File: config.mk
export PLATFORM = sky130hd
export DESIGN_NAME = tempo_estimator_flat
export DESIGN_NICKNAME = d
export VERILOG_FILES = /design/src/rtl/tempo_estimator_if.sv /design/src/rtl/tempo_estimator.sv /design/src/flat_wrapper.sv
export SDC_FILE = /design/constraint.sdc
export NUM_CORES = 1
export LEC_CHECK = 0
export CORE_MARGIN = 2
export CORE_UTILIZATION = 50
export DETAILED_ROUTE_END_ITERATION = 16
export HOLD_SLACK_MARGIN = 0.12
export PLACE_DENSITY = 0.74
export SYNTH_ARGS = -nofsm -noshare
export SYNTH_HDL_FRONTEND = slang
export SYNTH_SLANG_ARGS = --single-unit
File: constraint.sdc
create_clock -name clk -period 9.7 [get_ports clk]
set_clock_uncertainty 0.1 [all_clocks]
set_input_delay 1.455 -clock clk [delete_from_list [all_inputs] [get_ports clk]]
set_output_delay 1.455 -clock clk [all_outputs]
set_load 0.005 [all_outputs]
File: src/rtl/tempo_estimator_if.sv
// Beat strobe in, BPM word out, between the beat detector and the visual controllers.
interface tempo_estimator_if;
    logic       beat_in;
    logic [9:0] tempo;
    logic       tempo_valid;
    logic       busy;

    modport master (
        output beat_in,
        input  tempo,
        input  tempo_valid,
        input  busy
    );

    modport slave (
        input  beat_in,
        output tempo,
        output tempo_valid,
        output busy
    );
endinterface

File: src/rtl/tempo_estimator.sv
// Beat-interval tempo estimator: averages the last 4 beat periods and
// converts the average to BPM with a 32-step restoring divider.
module tempo_estimator #(
    parameter int CLK_HZ    = 27000000,
    parameter int TEMPO_MIN = 59,
    parameter int TEMPO_MAX = 240
) (
    input  logic             clk,
    input  logic             reset,
    tempo_estimator_if.slave bus
);
    localparam longint      NUM_L      = 64'(60) * CLK_HZ;
    localparam logic [31:0] NUM        = 32'(NUM_L);
    localparam logic [31:0] MIN_PERIOD = 32'(NUM_L / TEMPO_MAX);
    localparam logic [31:0] MAX_PERIOD = 32'(NUM_L / TEMPO_MIN);

    localparam logic [1:0] WAIT_FIRST = 2'd0;
    localparam logic [1:0] MEASURE    = 2'd1;
    localparam logic [1:0] DIVIDE     = 2'd2;
    localparam logic [1:0] DONE       = 2'd3;

    logic [1:0]  state;
    logic        beat_q;
    logic        beat_edge;
    logic [31:0] cnt;
    logic [31:0] hist [4];
    logic [31:0] hist_n [4];
    logic        hist_vld;
    logic        pending;
    logic [33:0] sum;
    logic [31:0] avg_n;
    logic        timeout;
    logic        valid_beat;

    logic [31:0] rem;
    logic [31:0] quo;
    logic [31:0] dvsr;
    logic [4:0]  iter;
    logic [32:0] trial;
    logic        ge;
    logic [31:0] rem_n;

    logic [9:0]  tempo_r;
    logic        valid_r;

    assign beat_edge  = bus.beat_in & ~beat_q;
    assign timeout    = (state != WAIT_FIRST) && (cnt > MAX_PERIOD);
    assign valid_beat = (state != WAIT_FIRST) && beat_edge &&
                        !timeout && (cnt >= MIN_PERIOD);

    // An empty history is preloaded so the first estimate is not diluted.
    always_comb begin
        hist_n = hist;
        if (valid_beat) begin
            if (!hist_vld) begin
                for (int i = 0; i < 4; i++) hist_n[i] = cnt;
            end else begin
                hist_n[0] = cnt;
                for (int i = 1; i < 4; i++) hist_n[i] = hist[i-1];
            end
        end
    end

    assign sum   = 34'(hist_n[0]) + 34'(hist_n[1]) +
                   34'(hist_n[2]) + 34'(hist_n[3]);
    assign avg_n = 32'(sum >> 2);

    assign trial = {rem, quo[31]};
    assign ge    = trial >= {1'b0, dvsr};
    assign rem_n = ge ? 32'(trial - {1'b0, dvsr}) : trial[31:0];

    always_ff @(posedge clk) begin
        if (reset) begin
            state    <= WAIT_FIRST;
            beat_q   <= 1'b0;
            cnt      <= '0;
            hist_vld <= 1'b0;
            pending  <= 1'b0;
            rem      <= '0;
            quo      <= '0;
            dvsr     <= '0;
            iter     <= '0;
            tempo_r  <= '0;
            valid_r  <= 1'b0;
            for (int i = 0; i < 4; i++) hist[i] <= '0;
        end else begin
            beat_q  <= bus.beat_in;
            valid_r <= 1'b0;
            if (timeout) begin
                // A coincident edge still counts as the first beat.
                tempo_r  <= '0;
                valid_r  <= 1'b1;
                hist_vld <= 1'b0;
                pending  <= 1'b0;
                for (int i = 0; i < 4; i++) hist[i] <= '0;
                state <= beat_edge ? MEASURE : WAIT_FIRST;
                cnt   <= beat_edge ? 32'd1 : 32'd0;
            end else begin
                if (state != WAIT_FIRST) cnt <= cnt + 32'd1;
                if (valid_beat) begin
                    hist     <= hist_n;
                    hist_vld <= 1'b1;
                    cnt      <= 32'd1;
                end
                case (state)
                    WAIT_FIRST: begin
                        if (beat_edge) begin
                            cnt   <= 32'd1;
                            state <= MEASURE;
                        end
                    end
                    MEASURE: begin
                        if (valid_beat) begin
                            rem   <= '0;
                            quo   <= NUM;
                            dvsr  <= avg_n;
                            iter  <= '0;
                            state <= DIVIDE;
                        end
                    end
                    DIVIDE: begin
                        rem  <= rem_n;
                        quo  <= {quo[30:0], ge};
                        iter <= iter + 5'd1;
                        if (valid_beat) pending <= 1'b1;
                        if (iter == 5'd31) state <= DONE;
                    end
                    default: begin
                        tempo_r <= (quo > 32'd1023) ? 10'd1023 : quo[9:0];
                        valid_r <= 1'b1;
                        if (pending || valid_beat) begin
                            pending <= 1'b0;
                            rem     <= '0;
                            quo     <= NUM;
                            dvsr    <= avg_n;
                            iter    <= '0;
                            state   <= DIVIDE;
                        end else begin
                            state <= MEASURE;
                        end
                    end
                endcase
            end
        end
    end

    assign bus.tempo       = tempo_r;
    assign bus.tempo_valid = valid_r;
    assign bus.busy        = (state == DIVIDE);
endmodule

File: src/flat_wrapper.sv
// flat-port wrapper written by rule: the top's interface ports become plain ports
module tempo_estimator_flat 
#(
    parameter int CLK_HZ    = 27000000,
    parameter int TEMPO_MIN = 59,
    parameter int TEMPO_MAX = 240
)
  (clk, reset, bus_beat_in, bus_tempo, bus_tempo_valid, bus_busy);
  tempo_estimator_if bus_i ();
  input  logic clk;
  input  logic reset;
  input wire logic [$bits(bus_i.beat_in)-1:0] bus_beat_in;
  output wire logic [$bits(bus_i.tempo)-1:0] bus_tempo;
  output wire logic [$bits(bus_i.tempo_valid)-1:0] bus_tempo_valid;
  output wire logic [$bits(bus_i.busy)-1:0] bus_busy;
  assign bus_i.beat_in = bus_beat_in;
  assign bus_tempo = bus_i.tempo;
  assign bus_tempo_valid = bus_i.tempo_valid;
  assign bus_busy = bus_i.busy;
  tempo_estimator #(.CLK_HZ(CLK_HZ), .TEMPO_MIN(TEMPO_MIN), .TEMPO_MAX(TEMPO_MAX)) u_core (.clk(clk), .reset(reset), .bus(bus_i));
endmodule
==> results.py <==
metrics = {
    "logic_synthesis": {
        "synth.top_cells.by_count": "nand2_1 (305), a21oi_1 (288), dfxtp_1 (277)",
        "synth_cells": 2135,
        "synthTopCellsByArea": "dfxtp_1 (33%), a21oi_1 (8.6%), ha_1 (7.8%)",
        "synth_area_per_cell_um2": 7.84,
        "synth_seq_cells": 277,
        "syn_area_um2": 16700,
        "synth_async_sr_flop_share_pct": 0,
        "yosysMostFrequentCell": "nand2_1",
        "yosys.area_share.adder_pct": 11.8,
        "ys.flop_type": "dfxtp_1",
        "synth-simple-area-share_pct": 21.2,
        "synth_top_family_by_area": "compound AO/OA/AOI/OAI gates",
        "yosysTopAreaCellShare_pct": 33.1,
        "synth.distinct_cells": 77,
        "yosys.area_share.xor_xnor_pct": 5.54,
        "synth_compound_area_share_pct": 21.6,
        "synth-seq-area-share_pct": 33.1,
        "synth_top_area_cell": "dfxtp_1",
        "synth-warning-count": 0,
        "synthesis.nets": 2276,
        "synth_edf_count": 0,
        "muxShareOfSynthArea_pct": 2.09,
    },
    "die": {
        "design.core.area_um2": 33300,
        "die_w_um": 187,
        "die_y_um": 187,
        "die_area_um2": 35000,
        "io_pins": 15,
        "rows": 67,
        "initial_utilization_pct": 50.3,
    },
    "layout": {
        "seq_area_um2": 5550,
        "multi_input_area_um2": 10500,
        "final_nets": 2240,
        "drive_gt1_share_pct": 4.86,
        "syn2layout_area_growth_pct": 9.55,
        "antenna_cells": 0,
        "fillers": 3084,
    },
    "placed_design": {
        "place_ws_ns": 0.702,
        "portBuffers": 14,
        "gp_congestion": 0.871,
        "hpwl_mm": 28.4,
    },
    "drt": {
        "routed_via_density": 5.65,
        "vias": 14500,
        "routed_wl_mm": 39.8,
        "firstDrtPassIters": 7,
        "drtIter0Drc": 1186,
        "antenna_left": 0,
        "wl_per_cell_um": 15.5,
        "post-route-drc-count": 0,
    },
    "sta": {
        "hold_ws_ns": 0.351,
        "hold_viol": 0,
        "finalSetupViolCount": 0,
        "fmax_mhz": 116,
        "tns_ns": 0,
        "min_period_ns": 8.59,
        "setup_slack_ns": 1.11,
        "tightest_slew_ns": 1.06,
        "rsz0062_at_grt": "false",
        "slew_viol_final": 0,
        "post-route-period-util_pct": 88.6,
        "relSlewSlack_pct": 29.2,
    },
    "global_route": {
        "antenna_found_initial": 0,
        "grt_pass1_vias": 13600,
        "grt_util_all_layers_pct": 22.6,
        "grt-ovfl-total": 0,
        "grt_max_degree": 170,
        "grt_pass1_wl_mm": 66.5,
    },
    "power": {
        "power_density_nw_per_um2": 151,
        "leakagePower_nw": 7.47,
        "ir_drop_mv": 0.128,
    },
    "worst_setup_path": {
        "cp.required_ns": 10.05,
        "crit_fanout": 14,
        "start_kind": "register",
        "worstSetupPathType": "register to register",
        "worst_path_max_delay_cell": "o211ai_1",
        "end_kind": "register",
        "crit_arrival_ns": 8.94,
        "max_stage_delay_ns": 0.83,
    },
    "outcome": {
        "status": "completed",
    },
    "min_path": {
        "hold_class": "register to register",
    },
    "clock_network": {
        "clock-sinks": 277,
        "clkLatencyLatePin_ns": 0.53,
        "cts_tree": "done",
        "htreeDepth": 2,
        "cts_root_buffer": "clkbuf_16",
        "cts_resized": 0,
        "cts.clk_slew.worst_paths_ns": 0.06,
        "hold_buffers": 0,
        "numCtsBuffers": 34,
        "cts_setup_buffers": 0,
        "clockBufferDepth": 3,
    },
    "run": {
        "drv_cap": 0,
    },
}
## metal layers
layer / GRT usage (%) / up-vias / share of wire (%)
met5: 0 / - / 0
met3: 3.40 / 58 / 4.7
met4: 7.02 / 0 / 2.1
met1: 31.5 / 6848 / 48
li1: - / 7290 / -
met2: 36.1 / 312 / 45
## cells in the final DEF, fill, tap and decap left out, drive strengths merged, types with 22 or more instances in the layout
master and n:
nor2b 114, xnor2 49, clkbuf 46, dfxtp 277, ha 104, o21ai 161, a21o 41, inv 94
xor2 57, nor2 170, mux2i 35, fa 34, nand3 51, a21oi 290, buf 22, nand2 305
## worst max-delay path, delay by kind of cell, from the launching register on
kind | cells | cell delay (ns)
compound gates | 17 | 4.62
xor+xnor | 2 | 0.35
fa+ha+maj | 4 | 1.55
buf+inv | 1 | 0.18
flops | 1 | 0.40
simple gates | 6 | 1.28
## final timing paths
kind	startpoint	cells after the start	slack, ns	endpoint
min	u_core.dvsr[5]	2	0.35	u_core.dvsr[5]
max	u_core.cnt[20]	30	1.11	u_core.dvsr[29]
min reg2reg	u_core.dvsr[5]	2	0.35	u_core.dvsr[5]
max reg2reg	u_core.cnt[20]	30	1.11	u_core.dvsr[29]
## kinds of logic after synthesis
| kind of cell | Yosys count |
|---|---|
| flops | 277 |
| buf+inv | 201 |
| fa+ha+maj | 138 |
| compound gates | 618 |
| xor+xnor | 106 |
| mux | 35 |
| simple gates | 760 |
## power breakdown
group / internal (mW) / switching (mW) / total [mW] / leakage [nW]
Clock: 0.768 / 0.496 / 1.26 / 0.552
Sequential: 1.18 / 0.0338 / 1.21 / 2.23
Combinational: 0.0927 / 0.199 / 0.292 / 4.68
## state kept, by name (all words and copies together) (netlist names)
signal	flops
u_core.bus.tempo_valid	1
u_core.rem	32
u_core.state	2
u_core.pending	1
u_core.quo	32
u_core.hist_vld	1
u_core.iter	5
u_core.beat_q	1
u_core.hist	128
u_core.cnt	32
u_core.dvsr	32
u_core.bus.tempo	10
## through the flow
step / cells / area [um2] / util, % / total power [mW]
floorplan: 2135 / 16700 / - / 1.43
global placement: 2511 / 17200 / 51.7 / 1.52
detailed placement: 2511 / 17200 / 51.7 / 1.52
CTS: 2568 / 18300 / 55.1 / 2.79
global route: 2568 / 18300 / 55.1 / 2.88
finish: 2568 / 18300 / 55.1 / 2.77
## cell type report
cell class,instances,share of cell area (%)
inverter,94,1.92
multi-input combinational,1657,57.0
sequential,277,30.2
tap,448,3.06
clock inverter,11,0.750
clock buffer,46,5.38
timing repair buffer,35,1.66
No activity file was read; power rests on OpenSTA's default activity.
